==> config.mk <==
export PLATFORM = sky130hd
export DESIGN_NAME = cacc_dbuf_rd_deliver
export DESIGN_NICKNAME = d
export VERILOG_FILES = /design/src/rtl/cacc_dlv_pkg.sv /design/src/rtl/cacc_dlv_out_fifo.sv /design/src/rtl/cacc_dbuf_rd_deliver.sv
export SDC_FILE = /design/constraint.sdc
export NUM_CORES = 1
export LEC_CHECK = 0
export BUFFER_PORTS_ARGS = -buffer_cell sky130_fd_sc_hd__clkbuf_2
export CAP_MARGIN = 20
export CORE_AREA = 2 2 410 412
export DETAILED_ROUTE_END_ITERATION = 6
export DIE_AREA = 0 0 412 414
export PLACE_DENSITY_LB_ADDON = 0.08
export SYNTH_ARGS = -nofsm -noshare
export SYNTH_HDL_FRONTEND = slang
export SYNTH_SLANG_ARGS = --single-unit
==> constraint.sdc <==
create_clock -name nvdla_core_clk -period 18 [get_ports nvdla_core_clk]
set_input_delay 3.6 -clock nvdla_core_clk [delete_from_list [all_inputs] [get_ports nvdla_core_clk]]
set_output_delay 3.6 -clock nvdla_core_clk [all_outputs]
set_load 0.05 [all_outputs]
==> src/rtl/cacc_dlv_pkg.sv <==
// Shared constants and width helper for the CACC delivery-buffer read responder.
package cacc_dlv_pkg;

  localparam int CACC_DBUF_WIDTH  = 512;
  localparam int CACC_DBUF_AWIDTH = 6;
  localparam int PD_LAYER_END     = CACC_DBUF_WIDTH;
  localparam int PD_W             = CACC_DBUF_WIDTH + 1;

  function automatic int clog2(input int v);
    int r;
    r = 0;
    while ((1 << r) < v) r = r + 1;
    return r;
  endfunction

endpackage

==> src/rtl/cacc_dlv_out_fifo.sv <==
// Flop-based sync FIFO holding delivered beats; depth need not be a power of two.
module cacc_dlv_out_fifo
  import cacc_dlv_pkg::*;
#(
  parameter int W     = PD_W,
  parameter int DEPTH = 4
) (
  input  logic         clk,
  input  logic         rst,
  input  logic         push,
  input  logic [W-1:0] wdata,
  input  logic         pop,
  output logic [W-1:0] rdata,
  output logic         full,
  output logic         empty
);

  localparam int PW = clog2(DEPTH);
  localparam int OW = clog2(DEPTH + 1);
  localparam logic [PW-1:0] PTR_LAST = PW'(DEPTH - 1);
  localparam logic [OW-1:0] OCC_FULL = OW'(DEPTH);

  logic [W-1:0]  mem [DEPTH];
  logic [PW-1:0] wr_ptr, rd_ptr;
  logic [OW-1:0] occ;
  logic          do_push, do_pop;

  assign do_pop  = pop & ~empty;
  // A full FIFO still accepts a push when the head leaves in the same cycle.
  assign do_push = push & (~full | do_pop);

  always_ff @(posedge clk) begin
    if (rst) begin
      wr_ptr <= '0;
      rd_ptr <= '0;
      occ    <= '0;
    end else begin
      if (do_push) wr_ptr <= (wr_ptr == PTR_LAST) ? '0 : wr_ptr + 1'b1;
      if (do_pop)  rd_ptr <= (rd_ptr == PTR_LAST) ? '0 : rd_ptr + 1'b1;
      occ <= occ + OW'(do_push) - OW'(do_pop);
    end
  end

  always_ff @(posedge clk) begin
    if (do_push) mem[wr_ptr] <= wdata;
  end

  assign rdata = mem[rd_ptr];
  assign full  = (occ == OCC_FULL);
  assign empty = (occ == '0);

endmodule

==> src/rtl/cacc_dbuf_rd_deliver.sv <==
// dbuf read responder: credit-guarded RAM reads, tag pipe aligned to RAM latency,
// output FIFO to SDP, plus entry-free and layer-done pulses.
module cacc_dbuf_rd_deliver
  import cacc_dlv_pkg::*;
#(
  parameter int DATA_W    = CACC_DBUF_WIDTH,
  parameter int AW        = CACC_DBUF_AWIDTH,
  parameter int RD_LAT    = 2,
  parameter int OUT_DEPTH = 4
) (
  input  logic              nvdla_core_clk,
  input  logic              nvdla_core_rst,
  input  logic              dbuf_rd_en,
  input  logic [AW-1:0]     dbuf_rd_addr,
  input  logic              dbuf_rd_layer_end,
  output logic              dbuf_rd_ready,
  output logic              ram_rd_en,
  output logic [AW-1:0]     ram_rd_addr,
  input  logic [DATA_W-1:0] ram_rd_data,
  output logic              cacc2sdp_valid,
  output logic [DATA_W:0]   cacc2sdp_pd,
  input  logic              cacc2sdp_ready,
  output logic              dbuf_rd_free,
  output logic              dp2reg_rd_done
);

  localparam int CW = clog2(OUT_DEPTH + 1);
  localparam logic [CW-1:0] CNT_MAX = CW'(OUT_DEPTH);

  logic            acc, pop, fifo_full, fifo_empty;
  logic [CW-1:0]   cnt;
  logic [RD_LAT:0] vld_pipe, end_pipe;
  logic [RD_LAT:1] vld_q, end_q;

  // cnt covers both in-flight reads and FIFO entries, so an accepted read
  // always has a FIFO slot waiting when its data returns.
  assign dbuf_rd_ready = (cnt < CNT_MAX);
  assign acc           = dbuf_rd_en & dbuf_rd_ready;
  assign pop           = cacc2sdp_valid & cacc2sdp_ready;
  assign ram_rd_en     = acc;
  assign ram_rd_addr   = dbuf_rd_addr;

  always_ff @(posedge nvdla_core_clk) begin
    if (nvdla_core_rst) cnt <= '0;
    else                cnt <= cnt + CW'(acc) - CW'(pop);
  end

  assign vld_pipe = {vld_q, acc};
  assign end_pipe = {end_q, dbuf_rd_layer_end};

  always_ff @(posedge nvdla_core_clk) begin
    if (nvdla_core_rst) vld_q <= '0;
    else                vld_q <= vld_pipe[RD_LAT-1:0];
  end

  always_ff @(posedge nvdla_core_clk) begin
    end_q <= end_pipe[RD_LAT-1:0];
  end

  cacc_dlv_out_fifo #(.W(DATA_W + 1), .DEPTH(OUT_DEPTH)) u_out_fifo (
    .clk   (nvdla_core_clk),
    .rst   (nvdla_core_rst),
    .push  (vld_pipe[RD_LAT]),
    .wdata ({end_pipe[RD_LAT], ram_rd_data}),
    .pop   (pop),
    .rdata (cacc2sdp_pd),
    .full  (fifo_full),
    .empty (fifo_empty)
  );

  assign cacc2sdp_valid = ~fifo_empty;

  always_ff @(posedge nvdla_core_clk) begin
    if (nvdla_core_rst) begin
      dbuf_rd_free   <= 1'b0;
      dp2reg_rd_done <= 1'b0;
    end else begin
      dbuf_rd_free   <= pop;
      dp2reg_rd_done <= pop & cacc2sdp_pd[DATA_W];
    end
  end

  a_no_overflow : assert property (@(posedge nvdla_core_clk) disable iff (nvdla_core_rst)
    !(vld_pipe[RD_LAT] && fifo_full && !pop));
  a_cnt_max : assert property (@(posedge nvdla_core_clk) disable iff (nvdla_core_rst)
    cnt <= CNT_MAX);
  a_cnt_underflow : assert property (@(posedge nvdla_core_clk) disable iff (nvdla_core_rst)
    !(pop && cnt == '0));

endmodule

**Word level (Yosys, flattened, before mapping)**

Memory sizes are Yosys's and may differ from the RTL's. A register that Yosys moved wholly into a read port is not among the register bits.
Cells that the tools add are included.
W data, S select, Z words.

- Bits in latches: 0
- Word-level logic and storage cells: 34
- ROM bits: 0
- Output and inout bits: 524
- Input bits: 523
- Memories kept: 1
- RAM bits: 2052
- Flip-flop bits (word level): 16

- $add $sub $neg: 6
- Bitwise gates (word level): 8
- Magnitude comparators: 1
- Shift-type cells: 0
- Eq/ne operators: 3
- Reductions and logical operators: 1
- Multiply operators: 0
- Muxes and demuxes: 6
- Div/mod/pow operators: 0

Memories:

| memory | words | width | read ports | clocked after memory_dff | wr ports | RTL line | source |
|---|---|---|---|---|---|---|---|
| u_out_fifo.mem | 4 | 513 | 1 | 1 | 1 | cacc_dlv_out_fifo.sv:23 | `logic [W-1:0] mem [DEPTH];` |

Operators with widths:

| cell | number |
|---|---|
| $mux W2 | 4 |
| $add A3 B1 Y3 | 2 |
| $sub A3 B1 Y3 | 2 |
| $and A1 B1 Y1 | 5 |
| $add A2 B1 Y2 const B | 2 |
| $eq A2 B2 Y1 const B | 2 |
| $eq A3 B3 Y1 const B | 1 |
| $logic_not A3 Y1 | 1 |
| $lt A3 B3 Y1 const B | 1 |
| $mux W1 | 2 |
| $not A1 Y1 | 2 |
| $or A1 B1 Y1 | 1 |

**Depth between registers and ports, before layout**

Gate-level depths: netlist (run 1).

- Depth after elaboration: 8
- Depth in mapped cells: 9
- Depth with buffers taken out: 9

**Cells and area by module**

A second synthesis (run 1) with hierarchy kept.

- Cell total of the unflattened synthesis: 2761
- Area, all modules: 74686.6 um^2

Modules (own cells, without submodules):

| module | sequential area each (um^2) | area each (um^2) | cells each | instances |
|---|---|---|---|---|
| cacc_dlv_out_fifo | 61799.3 | 74312.5 | 2727 | 1 |
| cacc_dbuf_rd_deliver | 180.2 | 374.1 | 34 | 1 |

**Worst setup path before layout (run 1)**

No wires, ideal clock.

- Kind: input to register
- Start point: input cacc2sdp_ready
- End point: memory u_out_fifo.mem[3][0] in the netlist's numbering (enable)
- Stages on the path: 2
- Arrival: 9711 ps
- Setup slack: 7632 ps
- Library setup time: 656 ps
- Required time: 17344 ps
- Path buffers: 0
- Path through: or4b_4 > and3_2

- Word-level cells in the longest chain between the ends: 6

RTL lines:

| what | RTL line | source |
|---|---|---|
| start, declared | cacc_dbuf_rd_deliver.sv:22 | `input logic cacc2sdp_ready,` |
| $and A1 B1 Y1 | cacc_dbuf_rd_deliver.sv:39 | `assign pop = cacc2sdp_valid & cacc2sdp_ready;` |
| $and A1 B1 Y1 | cacc_dlv_out_fifo.sv:28 | `assign do_pop = pop & ~empty;` |
| $or A1 B1 Y1 | cacc_dlv_out_fifo.sv:30 | `assign do_push = push & (~full \| do_pop);` |
| $and A1 B1 Y1 | cacc_dlv_out_fifo.sv:30 |  |
| $mux W1 | cacc_dlv_out_fifo.sv:45 | `if (do_push) mem[wr_ptr] <= wdata;` |
| $mux W1 (implied by the code) | cacc_dlv_out_fifo.sv:45 |  |
| end, declared | cacc_dlv_out_fifo.sv:23 |  |

Every way passes these cells.

==> results of run 1 <==
[cell usage in the layout, fill, tap and decap left out, types with 7 or more instances in the layout]
| master | netlist | final |
|---|---|---|
| sky130_fd_sc_hd__mux4_2 | 513 | 513 |
| sky130_fd_sc_hd__nor2b_1 | 7 | 7 |
| sky130_fd_sc_hd__inv_1 | 10 | 10 |
| sky130_fd_sc_hd__buf_4 | 7 | 31 |
| sky130_fd_sc_hd__clkbuf_2 | 0 | 1034 |
| sky130_fd_sc_hd__edfxtp_1 | 2052 | 2052 |
| sky130_fd_sc_hd__clkbuf_16 | 0 | 217 |
| sky130_fd_sc_hd__bufinv_16 | 0 | 12 |
| sky130_fd_sc_hd__clkbuf_1 | 6 | 56 |
| sky130_fd_sc_hd__clkinv_2 | 0 | 32 |
| sky130_fd_sc_hd__diode_2 | 0 | 23 |
| sky130_fd_sc_hd__clkinv_1 | 0 | 51 |
| sky130_fd_sc_hd__ha_1 | 8 | 8 |
| sky130_fd_sc_hd__buf_12 | 0 | 10 |
| sky130_fd_sc_hd__dfxtp_1 | 18 | 16 |
[synthesized netlist by cell type]
cell / instances / area share (%)
sky130_fd_sc_hd__ha_1: 8 / 0.13
sky130_fd_sc_hd__nor2_1: 5 / 0.025
sky130_fd_sc_hd__nor2b_1: 7 / 0.058
sky130_fd_sc_hd__o31ai_2: 2 / 0.033
sky130_fd_sc_hd__or3_2: 1 / 0.010
sky130_fd_sc_hd__nor3_1: 1 / 0.0067
sky130_fd_sc_hd__mux4_2: 513 / 15
sky130_fd_sc_hd__or3_1: 1 / 0.0084
sky130_fd_sc_hd__nand4b_1: 1 / 0.012
sky130_fd_sc_hd__or4b_4: 1 / 0.018
sky130_fd_sc_hd__dfxtp_1: 18 / 0.48
sky130_fd_sc_hd__nand2_1: 1 / 0.0050
sky130_fd_sc_hd__edfxtp_1: 2052 / 82
sky130_fd_sc_hd__a21oi_1: 2 / 0.013
sky130_fd_sc_hd__o31ai_1: 1 / 0.010
sky130_fd_sc_hd__fa_1: 2 / 0.053
sky130_fd_sc_hd__mux2i_1: 1 / 0.013
sky130_fd_sc_hd__and2_1: 1 / 0.0084
sky130_fd_sc_hd__inv_1: 10 / 0.050
sky130_fd_sc_hd__clkbuf_1: 6 / 0.030
sky130_fd_sc_hd__buf_1: 2 / 0.010
sky130_fd_sc_hd__and3_2: 4 / 0.040
sky130_fd_sc_hd__buf_6: 53 / 0.80
sky130_fd_sc_hd__nand3_1: 2 / 0.013
sky130_fd_sc_hd__and2_4: 1 / 0.012
sky130_fd_sc_hd__o21ai_0: 1 / 0.0067
sky130_fd_sc_hd__buf_2: 53 / 0.35
sky130_fd_sc_hd__xnor2_1: 4 / 0.047
sky130_fd_sc_hd__buf_4: 7 / 0.070
[metrics by stage]
step	utilization, %	worst slack, ns
after global placement	49.5	10.05
after floorplan	-	7.63
final	53.5	9.43
after CTS	53.5	9.13
after detailed placement	49.5	10.07
after global routing	53.5	9.10
[sequential cells by signal (all words and copies together), names as in the netlist, named ones only]
register,flops
dbuf_rd_free,1
end_q,2
u_out_fifo.occ,3
u_out_fifo.mem,2052
u_out_fifo.wr_ptr,2
cnt,3
dp2reg_rd_done,1
u_out_fifo.rd_ptr,2
vld_q,2
[layout make-up]
cell class / instances / area [um^2] / share of cell area, %
Sequential cell: 2070 / 62000 / 69.7
Multi-Input combinational cell: 560 / 12000 / 13.5
Clock buffer: 273 / 5640 / 6.34
Timing Repair Buffer: 1076 / 5640 / 6.34
Tap cell: 2204 / 2760 / 3.10
Clock inverter: 105 / 858 / 0.965
Antenna cell: 23 / 57.6 / 0.0647
Inverter: 10 / 37.5 / 0.0422
[where the power goes]
part           internal (mW)  switching, mW  total [mW]
logic                  0.790           1.95        2.74
clock network           2.37           1.75        4.12
registers               5.41         0.0473        5.45
total                   8.56           3.75        12.3
[per-layer routing]
layer / track usage, % / routed length, um / vias to the layer above
met5: 0 / 549 / -
met2: 34.7 / 90900 / 1090
li1: - / - / 14400
met1: 24.9 / 66500 / 17800
met3: 9.06 / 17900 / 362
met4: 6.59 / 5110 / 84
[cells by family after synthesis]
family                   Yosys count
flip-flops                      2070
AO/OA/AOI/OAI                      6
multiplexers                     514
adder cells (fa/ha/maj)           10
XOR/XNOR                           4
AND/OR/NAND/NOR                   26
buffers and inverters            131
[path summary, 6_finish.rpt]
path	startpoint	endpoint	depth (start not counted)
hold reg to reg	end_q[1]$_DFF_P_	end_q[2]$_DFF_P_	0
setup reg to reg	u_out_fifo.occ[1]$_SDFF_PP0_	u_out_fifo.mem[3][110]$_DFFE_PP_	5
hold / removal	end_q[1]$_DFF_P_	end_q[2]$_DFF_P_	0
setup / recovery	register	cacc2sdp_pd[162]	5
==> results.md, run 1 <==
Flow run:
- The reported max-cap violation count is 0.

Detailed routing:
- Wires add up to between 150000 and 200000 um.
- Detailed routing inserted a total of roughly 34000 vias.
- The initial detailed-routing violation count is 2598.
- The DRC violations left is 0.
- The detail route stage leaves a number of antenna-violating nets equal to 0.
- The first detailed-routing pass ran for 5 iterations.
- Using the TritonRoute via totals, the vias-per-cell ratio works out to between 5 and 6.
- The wire length per cell after detailed routing is 28.6 um.

STA:
- The count of final setup violators is 0.
- The maximum operating frequency is 117 MHz.
- The final count of hold timing violations is 0.
- The shortest clock period the worst path allows after layout is 8.57 ns.
- The final clock period utilization by the worst path is 47.6%.
- The final-layout worst hold slack is 0.328 ns.
- The final max-slew violation count is 0.
- Measured against its own limit, the worst slew margin works out to 26.0%.
- The setup skew after layout is roughly 0.043 ns.
- The post-route setup TNS is 0 ns.
- The transition time of the tightest slew-check pin is 1.11 ns.
- Setup repair after global routing left no endpoint under its margin.

Synthesis:
- The mean area per synthesized cell is roughly 27 um^2.
- The sequential fraction of the synthesis area is 82.7%.
- The number of nets in the synthesized netlist is 3294.
- Of the total synthesized cell area, the portion taken by XOR and XNOR cells is 0.0468%.
- Counting distinct cell types in the post-synthesis netlist gives 29.
- The mux contribution to synthesized area is 15.4%.
- The basic-gate share of the synthesized area counting and, or, nand and nor cells is 0.217%.
- The cell area that synthesis handed to floorplanning was between 70000 and 80000 um^2.
- The adder and majority gate portion of the synthesized area is 0.187%.
- The Yosys step of the flow raised 0 warnings.
- By area, the combinational part of the netlist is dominated by multiplexers.
- After technology mapping, the gate count stands at 2761.
- The compound-cell area share of the yosys netlist is 0.0635%.
- The synthesized flop and latch total is around 2100.

Placed design:
- At the end of routability-driven placement, the weighted congestion stood at between 0.7 and 0.8.
- The count of buffers added on input and output ports is ~1000.
- The number of placed instances, taps included, is 5920.
- In this run the cell area measured after placement is 82400 um^2.
- The wire-length estimate of the detail-placed layout is 117000 um.

Worst setup path:
- The signal on the critical path passes through buf_4, buf_4, buf_12, mux4_2, clkbuf_2.
- The nature of the critical path startpoint is a register.
- The critical path contains buffers and inverters numbering 4 combined.
- For flop-to-flop paths, the worst setup slack is 13.58 ns.
- The highest-delay cell along the critical path is sky130_fd_sc_hd__buf_4.
- The kind of cell with the highest combined delay along the critical path is buffers and inverters.
- The setup path with the least slack is of type register to output pin.
- The highest cell delay on the worst timing path is 0.88 ns.
- The data arrival time of the critical path is between 4 and 5 ns.
- The worst setup path is captured at an output pin.
- For the worst setup path, the data required time is ~14 ns.
- In this design, the critical path's most frequently occurring cell is sky130_fd_sc_hd__buf_4.
- In this run the worst path has a maximum fanout of 127.

Power and ir drop:
- The design draws between 10 and 15 mW.
- For this design the ratio of total power to cell area is 138 nW/um^2.
- The maximum vdd ir drop is 95.3 uV.
- The analysis attributes to cell leakage a power of 29.3 nW.

Final layout:
- After the last flow step, the layout net total stands at 4461.
- The total non-filler cell area in the finished layout is 88900 um^2.
- The final standard cell count with taps included and fillers excluded is between 6000 and 7000.
- In the final layout, the share of cells above drive strength 1 is 45.7%.
- The synthesis-to-finish area growth is 18.7%.
- Counting the fill cells in the layout gives 13000.

Clock tree:
- The clock-pin slew on the worst setup and hold paths is roughly 0.06 ns.
- Counting along the longest clock path gives a buffer depth of 3.
- The number of gates resized after cts is 0.
- The H-tree was split into 4 levels.
- The clock root buffer is sky130_fd_sc_hd__clkbuf_16.
- The CTS tree is done.
- The clock net sink count is 2070.
- The insertion delay to the later sink of the worst-skew pair is 0.84 ns.
- In this run the post-CTS setup repair buffer count came out at 0.
- Hold repair after CTS inserted 0 buffers.
- The clock buffer count from CTS is 210.

Floorplanning:
- The die is 414 um tall.
- The starting utilization of the core area is 45.0%.
- The area of the die is around 170000 um^2.
- The number of core rows is 150.
- The number of I/O pins is 1047.
- From left edge to right edge, the die measures approximately 410 um.
- The core box area is 166000 um^2.

GRT:
- The first-pass GRT wire length is 256000 um.
- The remaining global-route overflow is 0.
- The via count of the first global-routing pass is 35400.
- For this run, the total global-route usage over all layers was measured as 21.1%.
- The maximum number of pins on one net before global-route repair is 159.
- The number of antenna violations at the first check in global routing came to 87.

Status:
- The run finished with clean final reports.

Hold path:
- The path category of the worst min-delay check is register to register.
No activity file was read; power rests on OpenSTA's default activity.
==> run 2, diff against run 1 <==
- ABC_AREA: default -> 1
- CORE_AREA: 2 2 410 412 -> 2 2 408 410
- DIE_AREA: 0 0 412 414 -> 0 0 410 412
- clock period: 18 -> 8.96 ns (I/O delays scaled with it)
==> results.md, run 2 <==
Status:
- The run finished with clean final reports.

Power and ir drop:
- The fraction of power spent switching nets is 41.7% (+11 points).
- The combinational fraction of design power came to 36.8% (+15 points).
- The switching power total was 12.6 mW (+240%).
- The clock power share is 26.9% (-6.6 points).
- The sequential fraction of design power is 36.4% (-7.9 points).
- The leakage power of the design is 31.3 nW (+7.0%).
- The power per standard cell area came to 331 nW/um^2 (+140%).
- The internal portion of total power is 17.7 mW (+110%).
- The maximum vdd ir drop is 269 uV (+180%).

Worst setup path:
- Following the worst setup path forward leads to its endpoint at cacc2sdp_pd[84].
- The type of the setup path with the least slack is register to output pin.
- The capture point of the worst reg-to-reg path is u_out_fifo.mem[2][146]$_DFFE_PP_.
- STA classifies the critical path startpoint as a register.
- The kind of end point of the critical path is an output pin.
- The source of the worst register-to-register timing path is u_out_fifo.occ[1]$_SDFF_PP0_.
- The largest fanout on the critical path is 190 (+50%).
- The length in cells of the worst reg-to-reg path is 6 (+1).
- The data required time of the worst path is 7.17 ns (-7.23 ns).
- The data arrival time of the critical path was 4.27 ns (-0.70 ns).
- The setup slack of the worst register-to-register path is 5.87 ns (-7.71 ns).

Synthesis:
- The synthesized flop and latch total came to 2070 (unchanged).
- The mean area per synthesized cell is 15.4 um^2 (-43%).
- The number of nets in the synthesized netlist came to 5607 (+70%).
- The sequential fraction of the synthesis area is 79.2% (-3.5 points).
- The count of synthesis-stage warnings from yosys was 0 (unchanged).
- The number of enable-type register cells in the synthesized netlist is 2052 (unchanged).
- By area the synthesized netlist is led by sky130_fd_sc_hd__edfxtp_1, sky130_fd_sc_hd__o21ai_0, sky130_fd_sc_hd__nor2_1.
- sky130_fd_sc_hd__edfxtp_1 takes more of the synthesized area than any other cell.
- The area share of the largest cell type after synthesis is 78.7% (-3.5 points).
- The summed instance area of the synthesized netlist came to 78300 um^2 (+4.5%).
- The post-synthesis cell type count is 26 (-10%).
- Yosys instantiated no cell more often than sky130_fd_sc_hd__edfxtp_1.
- The number of standard cells after synthesis came to 5074 (+84%).
- Counting instances in the post-synthesis netlist gives the leading cell types as sky130_fd_sc_hd__edfxtp_1, sky130_fd_sc_hd__o21ai_0, sky130_fd_sc_hd__nor2_1.
- The most instantiated flip-flop cell in the synthesis netlist is sky130_fd_sc_hd__edfxtp_1.
- The share of synthesized flip-flops with an asynchronous set or reset came to 0% (unchanged).

Clock tree:
- The number of gates resized after cts was 0 (unchanged).
- The insertion delay to the later sink of the worst-skew pair is 0.85 ns (about the same).
- The CTS tree is done.
- The post-CTS setup buffer count came to 0 (unchanged).
- The clock net sink count is 2070 (unchanged).
- The clock buffer count from CTS is 208 (-0.95%).
- The number of buffers inserted by hold repair at cts came to 0 (unchanged).
- Clock tree synthesis selected as its root buffer the cell sky130_fd_sc_hd__clkbuf_16.
- The maximum clock insertion buffer count was 3 (unchanged).
- The clock-pin slew on the worst setup and hold paths is 0.06 ns (about the same).
- The number of H-tree levels came to 4 (unchanged).

Floorplanning:
- The core box area is 164000 um^2 (-1.2%).
- The number of I/O pins is 1047 (unchanged).
- The number of core rows is 149 (-0.67%).
- The vertical die dimension is 412 um (-0.48%).
- The horizontal die dimension is 410 um (-0.49%).
- The starting utilization of the core area came to 47.7% (+2.6 points).
- The area of the die is 169000 um^2 (-0.97%).

Final layout:
- The share of post-route cells with drive strength above 1 is 28.5% (-17 points).
- The top cell types in the final layout, fill and taps aside, are sky130_fd_sc_hd__edfxtp_1, sky130_fd_sc_hd__clkbuf_2, sky130_fd_sc_hd__o21ai_0.
- The number of nets at the end of the flow came to 6558 (+47%).
- The synthesis-to-finish area growth is 16.9%.
- The largest registers in the layout are u_out_fifo.mem x2052, cnt x3, u_out_fifo.occ x3.
- u_out_fifo.mem holds more flip-flops than any other register.
- The most common library cell in the layout ignoring fill and taps is sky130_fd_sc_hd__edfxtp_1.
- The number of flip-flops under the largest register name is 2052 (unchanged).

STA:
- The final-layout worst hold slack came to 0.332 ns (+0.00387 ns).
- The post-route worst setup slack is 2.90 ns (-6.54 ns).
- The final count of hold timing violations was 0 (unchanged).
- The worst slew slack as a fraction of its limit is 26.2% (+0.12 points).
- The final max-slew violation count is 0 (unchanged).
- The count of final setup violators is 0 (unchanged).
- The setup skew after layout is 0.0357 ns (-0.00757 ns).
- The maximum operating frequency is 165 MHz.
- The final clock period utilization by the worst path is 67.7%.
- The transition time of the tightest slew-check pin came to 1.11 ns (-0.00178 ns).
- Setup repair after global routing left no endpoint under its margin.
- The shortest clock period the worst path allows after layout is 6.06 ns.
- The post-route setup TNS came to 0 ns (unchanged).

Detailed routing:
- The initial detailed-routing violation count is 3661 (+41%).
- The detail-routed via count per cell was 5.50 (+2.9%).
- The number of iterations in the first detailed-routing pass is 5 (unchanged).
- The detailed-route wire length is 211000 um (+17%).
- The final antenna-violating net count is 0 (unchanged).
- The overall via count from detail_route is 46300 (+37%).
- The DRC violations left is 0 (unchanged).
- The wire length per cell after detailed routing is 25.1 um (-12%).

Hold path:
- The hold-critical path depth was 0 (unchanged).
- The path class of the tightest hold or removal check is register to register.
- The startpoint identified for the worst hold timing path is end_q[1]$_DFF_P_.

Flow run:
- The reported max-cap violation count was 0 (unchanged).

Placed design:
- The post-place setup slack came to 3.76 ns (-6.31 ns).
- The estimated wirelength of the detail-placed design is 127000 um (+8.6%).
- The count of buffers from port buffering was 1034 (unchanged).
- The global placer's final weighted congestion is 0.845 (+11%).

GRT:
- The via count of the first global-routing pass is 44000 (+24%).
- The number of antenna violations at the first check in global routing is 95 (+9.2%).
- The global routing usage summed across all routing layers came to 24.0% (+3.0 points).
- The first-pass GRT wire length is 299000 um (+17%).
- The remaining global-route overflow is 0 (unchanged).
- The maximum number of pins on one net before global-route repair was 300 (+89%).
## run 2: changes by cell type after synthesis, moves of 50 or more
cell,change
sky130_fd_sc_hd__buf_6,-50
sky130_fd_sc_hd__clkbuf_1,+205
sky130_fd_sc_hd__mux4_2,-513
sky130_fd_sc_hd__nor2_1,+842
sky130_fd_sc_hd__nor2_2,+200
sky130_fd_sc_hd__o21ai_0,+1024
sky130_fd_sc_hd__o22ai_1,+312
sky130_fd_sc_hd__o22ai_2,+200
## run 2: metrics by stage
step / power, mW / util [%] / std cells / cell area, um^2
floorplan: 19.4 / - / 5074 / 78300
global placement: 22.4 / 51.8 / 8004 / 85100
detailed placement: 22.5 / 51.8 / 8004 / 85100
CTS: 30.6 / 55.7 / 8382 / 91400
global route: 31.5 / 55.7 / 8406 / 91500
finish: 30.3 / 55.7 / 8415 / 91500
## run 2: worst min-delay path by stage
stage | slack (ns) | end
6_report | 0.33 | end_q[2]$_DFF_P_
5_1_grt | 0.36 | end_q[2]$_DFF_P_
4_1_cts | 0.34 | end_q[2]$_DFF_P_
3_5_place_dp | 0.32 | end_q[2]$_DFF_P_
3_3_place_gp | 0.32 | end_q[2]$_DFF_P_
2_1_floorplan | 0.31 | end_q[2]$_DFF_P_
## run 2: critical path, cell delays in order, from the launching register on
cell	delay, ns
sky130_fd_sc_hd__dfxtp_4	0.80
sky130_fd_sc_hd__buf_12	0.64
sky130_fd_sc_hd__buf_4	0.90
sky130_fd_sc_hd__o21ai_0	0.23
sky130_fd_sc_hd__o22ai_1	0.28
sky130_fd_sc_hd__clkbuf_2	0.33
## run 2: per-layer routing
metal / vias up / track usage, % / wire length [um]
met1: 23100 / 29.5 / 81300
li1: 21200 / - / -
met2: 1526 / 38.4 / 101000
met4: 88 / 9.49 / 7480
met5: - / 0 / 559
met3: 432 / 9.33 / 20100
## run 2: cells by family after synthesis
| kind of cell | synth area share, % |
|---|---|
| and+or+nand+nor | 5.83 |
| buffers and inverters | 2.51 |
| DFF | 79.2 |
| adders and majority gates | 0.179 |
| xor gates and xnor gates | 0.0112 |
| AOI/OAI and AO/OA | 12.3 |
## run 2: area by class of cell
| cell class | count | area (um^2) |
|---|---|---|
| multi-input combinational | 2630 | 14400 |
| inverter | 27 | 135 |
| clock inverter | 92 | 639 |
| antenna | 33 | 82.6 |
| sequential | 2070 | 62000 |
| fill | 13400 | 72700 |
| timing repair buffer | 1088 | 5840 |
| tap | 2189 | 2740 |
| clock buffer | 286 | 5720 |
## run 2: power groups by stage
stage	clock network, mW	registers [mW]	logic (mW)
2_1_floorplan	0	11.2	8.16
3_3_place_gp	0	11.2	11.2
3_5_place_dp	0	11.2	11.2
4_1_cts	8.30	11.0	11.3
5_1_grt	8.66	11.0	11.8
6_report	8.14	11.0	11.1
